**src/rtl/hls_call_arbiter.sv**
```systemverilog
// hls_call_arbiter: shares one single-issue HLS call/return component between
// two requesters. Grants round-robin, issues one call at a time, routes the
// result back to the issuing requester, and aborts a call whose return never
// arrives, raising a sticky timeout_err.
module hls_call_arbiter #(
    parameter int DATA_W      = 24,
    parameter int TIMEOUT_CYC = 1024
) (
    input  logic              clk,
    input  logic              reset_n,
    input  logic              req0_valid,
    input  logic [DATA_W-1:0] req0_data,
    output logic              req0_ready,
    output logic              rsp0_valid,
    output logic [DATA_W-1:0] rsp0_data,
    input  logic              req1_valid,
    input  logic [DATA_W-1:0] req1_data,
    output logic              req1_ready,
    output logic              rsp1_valid,
    output logic [DATA_W-1:0] rsp1_data,
    output logic              call_valid,
    input  logic              call_stall,
    output logic [DATA_W-1:0] call_data,
    input  logic              ret_valid,
    output logic              ret_stall,
    input  logic [DATA_W-1:0] ret_data,
    output logic              busy,
    output logic              timeout_err,
    input  logic              clear_err
);

    localparam logic [1:0] S_IDLE  = 2'd0;
    localparam logic [1:0] S_ISSUE = 2'd1;
    localparam logic [1:0] S_WAIT  = 2'd2;

    // Last WAIT count value before the call is abandoned.
    localparam logic [15:0] TIMEOUT_LAST = 16'(TIMEOUT_CYC - 1);

    logic [1:0]  state;
    logic        last_grant;
    logic        grant_id;
    logic [15:0] wait_cnt;

    logic        grant_sel;
    logic        accept;
    logic        transfer;
    logic        capture;
    logic        timeout_hit;

    // Round-robin grant decision and handshake qualifiers for this cycle.
    always_comb begin
        grant_sel = 1'b0;
        if (req0_valid && req1_valid) begin
            grant_sel = ~last_grant;
        end else if (req1_valid) begin
            grant_sel = 1'b1;
        end
        // Ready is masked while reset is held so every output reads 0 in reset.
        accept      = reset_n && (state == S_IDLE) && (req0_valid || req1_valid);
        transfer    = (state == S_ISSUE) && !call_stall;
        capture     = ret_valid && (transfer || (state == S_WAIT));
        timeout_hit = (state == S_WAIT) && !ret_valid && (wait_cnt == TIMEOUT_LAST);
    end

    assign req0_ready = accept && !grant_sel;
    assign req1_ready = accept &&  grant_sel;
    assign call_valid = (state == S_ISSUE);
    assign busy       = (state != S_IDLE);
    assign ret_stall  = 1'b0;

    // Call sequencer: IDLE -> ISSUE -> WAIT -> IDLE, with zero-latency and timeout exits.
    always_ff @(posedge clk or negedge reset_n) begin
        if (!reset_n) begin
            state      <= S_IDLE;
            last_grant <= 1'b1;
            grant_id   <= 1'b0;
            call_data  <= '0;
        end else begin
            case (state)
                S_IDLE: begin
                    if (accept) begin
                        call_data  <= grant_sel ? req1_data : req0_data;
                        grant_id   <= grant_sel;
                        last_grant <= grant_sel;
                        state      <= S_ISSUE;
                    end
                end
                S_ISSUE: begin
                    if (transfer) begin
                        state <= capture ? S_IDLE : S_WAIT;
                    end
                end
                S_WAIT: begin
                    if (capture || timeout_hit) begin
                        state <= S_IDLE;
                    end
                end
                default: state <= S_IDLE;
            endcase
        end
    end

    // Return-wait counter: cleared on the call transfer, counts only in WAIT.
    always_ff @(posedge clk or negedge reset_n) begin
        if (!reset_n) begin
            wait_cnt <= '0;
        end else if (transfer) begin
            wait_cnt <= '0;
        end else if (state == S_WAIT) begin
            wait_cnt <= wait_cnt + 16'd1;
        end
    end

    // Result routing: captured data goes only to the issuing requester, valid pulses once.
    always_ff @(posedge clk or negedge reset_n) begin
        if (!reset_n) begin
            rsp0_valid <= 1'b0;
            rsp1_valid <= 1'b0;
            rsp0_data  <= '0;
            rsp1_data  <= '0;
        end else begin
            rsp0_valid <= capture && !grant_id;
            rsp1_valid <= capture &&  grant_id;
            if (capture && !grant_id) begin
                rsp0_data <= ret_data;
            end
            if (capture && grant_id) begin
                rsp1_data <= ret_data;
            end
        end
    end

    // Sticky timeout flag; a new timeout takes priority over a simultaneous clear.
    always_ff @(posedge clk or negedge reset_n) begin
        if (!reset_n) begin
            timeout_err <= 1'b0;
        end else if (timeout_hit) begin
            timeout_err <= 1'b1;
        end else if (clear_err) begin
            timeout_err <= 1'b0;
        end
    end

endmodule

```
**config.mk**
```make
export PLATFORM = sky130hd
export DESIGN_NAME = hls_call_arbiter
export DESIGN_NICKNAME = d
export VERILOG_FILES = /design/src/rtl/hls_call_arbiter.sv
export SDC_FILE = /design/constraint.sdc
export NUM_CORES = 1
export LEC_CHECK = 0
export ABC_AREA = 1
export CORE_UTILIZATION = 44
export DETAILED_ROUTE_END_ITERATION = 10
export HOLD_SLACK_MARGIN = 0.1
export PLACE_DENSITY = 0.8
export SYNTH_ARGS = -nofsm -noshare
export SYNTH_HDL_FRONTEND = slang
export SYNTH_SLANG_ARGS = --single-unit
```
**constraint.sdc**
```tcl
create_clock -name clk -period 1.9 [get_ports clk]
set_input_delay 0.38 -clock clk [delete_from_list [all_inputs] [get_ports clk]]
set_output_delay 0.38 -clock clk [all_outputs]
set_load 0.005 [all_outputs]
```
==> results.py, run 1 <==
metrics = {
    "placement": {
        "place_congestion": 0.805,
        "io_buffers": 157,
        "dp.cells": 744,
        "place_hpwl_mm": 7.79,
    },
    "clocking": {
        "clk_latency_ns": 0.36,
        "ctsLongestPathBuffers": 2,
        "clk_pin_slew_ns": 0.10,
        "cts.sinks": 95,
        "root_buffer": "clkbuf_8",
        "cts_tree": "done",
        "cts_max_level": 3,
        "numCtsBuffers": 9,
    },
    "setup_path": {
        "critPathLaunchType": "input pin",
        "cp.arrival_ns": 1.45,
        "timing.rr.end": "rsp0_data[9]",
        "crit_path_end_kind": "primary output",
        "rr_startpoint": "state[0]",
        "cp.required_ns": 1.52,
        "critPathMaxFanout": 4,
        "r2r_slack_ns": 0.33,
        "reg2reg_depth": 10,
        "path_class": "input pin to primary output",
    },
    "job": {
        "cap_violations": 0,
    },
    "sta": {
        "clock_skew_ns": 0.0162,
        "max_freq_mhz": 546,
        "layout_min_cycle_time_ns": 1.83,
        "finalSetupViolCount": 0,
        "fin_crit_sh_pct": 96.4,
        "final_max_slew_viol_count": 0,
        "rsz0062_at_grt": "false",
        "hold_viol": 0,
    },
    "global_route": {
        "busiest_layer": "met2",
        "grt.met3_usage_pct": 4.43,
        "grtUsageMet1_pct": 26.7,
        "grt_pass1_wl_mm": 17.7,
        "use_met2_pct": 40.3,
        "antenna_found_initial": 0,
        "grt_pass1_vias": 3859,
        "grt_use_total_pct": 22.7,
        "grt_max_degree": 40,
        "overflow": 0,
    },
    "layout": {
        "final_cells": 762,
        "antenna_cells": 0,
        "nets": 726,
        "syn_to_final_growth_pct": 47.6,
        "drive_gt1_share_pct": 8.76,
    },
    "floorplan": {
        "placementRows": 35,
        "fp.dieW_um": 99.3,
        "dieArea_um2": 9850,
        "die_y_um": 99.3,
        "core_area_um2": 9200,
        "start_util_pct": 45.3,
        "ios": 159,
    },
    "hold_path": {
        "hold_class": "register to register",
        "min_from": "rsp1_data[0]",
        "min_to": "rsp1_data[0]",
        "whs_path_depth": 2,
    },
    "outcome": {
        "status": "complete, no violations",
    },
    "synth": {
        "synth_most_common_cell": "nand2_1",
        "synth_edf_count": 0,
        "synth_area_leaders": "dfrtp_1 57%, nand2_1 15%, o21ai_0 5.1%",
        "synth_top_flop_cell": "dfrtp_1",
        "syn_nets": 561,
        "syn_avg_cell_area_um2": 8.65,
        "syn_area_um2": 4160,
        "synth.top_cell.area_share_pct": 56.5,
        "synth_seq_cells": 95,
        "synth_common_cells": "166 x nand2_1, 94 x dfrtp_1, 53 x inv_1, 42 x o21ai_0, 30 x nand3_1",
        "synth_largest_area_cell": "dfrtp_1",
        "synth_cell_types": 33,
        "seq_area_frac_synth_pct": 57.2,
        "ys_async_sr_fraction_pct": 100,
        "yosys_warnings": 0,
        "netlist_instances": 481,
    },
    "drt": {
        "routed_via_density": 4.90,
        "vias": 3734,
        "antenna_left": 0,
        "drtIter0Drc": 108,
        "first_pass_iters": 4,
        "wl_per_cell_um": 13.9,
        "drc": 0,
        "routed_wl_mm": 10.6,
    },
    "power": {
        "ir_drop_uv": 615,
        "total_power_mw": 8.26,
        "leakage_nw": 2.93,
        "p_per_area_nw_per_um2": 1340,
    },
}
## flip-flops by register name, indices dropped and copies added, names as in the netlist
name         cells
timeout_err      1
rsp0_data       24
last_grant       1
rsp1_data       24
rsp1_valid       1
call_data       24
wait_cnt        16
rsp0_valid       1
state            2
grant_id         1
## cell type report
class                      count  area, um^2
tap                          111         139
clock buffer                  11         141
sequential                    95        2380
clock inverter                 5        86.3
multi-input combinational    311        1460
inverter                      56         215
timing repair buffer         173        1720
fill                         742        3050
## logic make-up after synthesis
group | share of synthesized area (%)
AND/OR/NAND/NOR | 24.5
flip-flops | 57.2
buffers and inverters | 8.09
AO/OA/AOI/OAI | 9.62
XOR/XNOR | 0.211
adder cells (fa/ha/maj) | 0.301
other | 0.0901
## placed cells by master, fill, tap and decap left out, types with 2 or more instances in the layout
cell	count
buf_12	3
nand2_1	165
o21ai_1	10
dfrtp_1	94
o21ai_2	10
inv_4	2
nand3b_1	3
inv_1	53
nand3_1	30
buf_4	13
nor2_4	2
o21ai_0	42
clkbuf_8	10
nor3_1	3
clkdlybuf4s50_1	153
bufinv_16	2
nor2_1	22
nand2_4	3
nor2_2	2
nand4_1	5
a21oi_1	3
inv_6	3
## critical path: stages
cell and delay, ns:
clkdlybuf4s50_1 0.48, o21a_1 0.15, nand2_2 0.10, nor2_4 0.11
clkdlybuf4s15_2 0.23
## report_power, final
group,internal [mW],switching [mW]
sequential,2.81,0.443
combinational,1.99,1.49
clock,0.794,0.727
total,5.60,2.66
## metrics by stage
step | setup TNS (ns) | hold WS (ns) | worst slack [ns] | area [um^2] | utilization, %
finish | 0 | 0.489 | 0.0689 | 6140 | 66.8
global route | 0 | 0.510 | 0.000901 | 6140 | 66.8
CTS | 0 | 0.493 | 0.00205 | 6140 | 66.7
detailed placement | -0.579 | 0.433 | -0.346 | 5890 | 64.1
global placement | -0.591 | 0.434 | -0.360 | 5890 | 64.1
floorplan | 0 | 0.0844 | 0.377 | 4160 | -
## timing repair
action | CTS | global route
setup buffers | 1 | 0
gates resized for setup | 6 | 5
hold endpoints to repair | 22 | 0
hold buffers | 1 | 0
setup endpoints to repair | 3 | 3
## metal layers
metal,share of wire [%],routed length [um],vias up
met3,5.3,561,24
met2,52,5450,117
met4,2.6,280,0
met1,40,4280,1761
met5,0,0,-
li1,-,-,1832
## worst max path at each step
stage | slack, ns | from | endpoint | cells past startpoint
2_1_floorplan | 0.38 | state[0] | req1_ready | 4
5_1_grt | 0.0009 | req1_valid | req1_ready | 5
4_1_cts | 0.002 | req1_valid | req1_ready | 5
6_report | 0.07 | req1_valid | req1_ready | 5
3_5_place_dp | -0.35 | req1_valid | req1_ready | 5
3_3_place_gp | -0.36 | req1_valid | req1_ready | 5
(Power assumes the default switching activity.)
==> run 2, diff against run 1 <==
--- a/config.mk
+++ b/config.mk
@@ -7,6 +7,7 @@
 export LEC_CHECK = 0
 export ABC_AREA = 1
 export CORE_UTILIZATION = 44
+export CTS_CLUSTER_DIAMETER = 50
 export DETAILED_ROUTE_END_ITERATION = 10
 export HOLD_SLACK_MARGIN = 0.1
 export PLACE_DENSITY = 0.8
==> results of run 2 <==
The final DEF is identical to that of run 1; final timing and power are the same.
==> run 3, diff against run 2 <==
--- a/config.mk
+++ b/config.mk
@@ -9,6 +9,7 @@
 export CORE_UTILIZATION = 44
 export CTS_CLUSTER_DIAMETER = 50
 export DETAILED_ROUTE_END_ITERATION = 10
+export GPL_ROUTABILITY_DRIVEN = 1
 export HOLD_SLACK_MARGIN = 0.1
 export PLACE_DENSITY = 0.8
 export SYNTH_ARGS = -nofsm -noshare
==> results of run 3 <==
The final DEF is identical to that of run 1; final timing and power are the same.
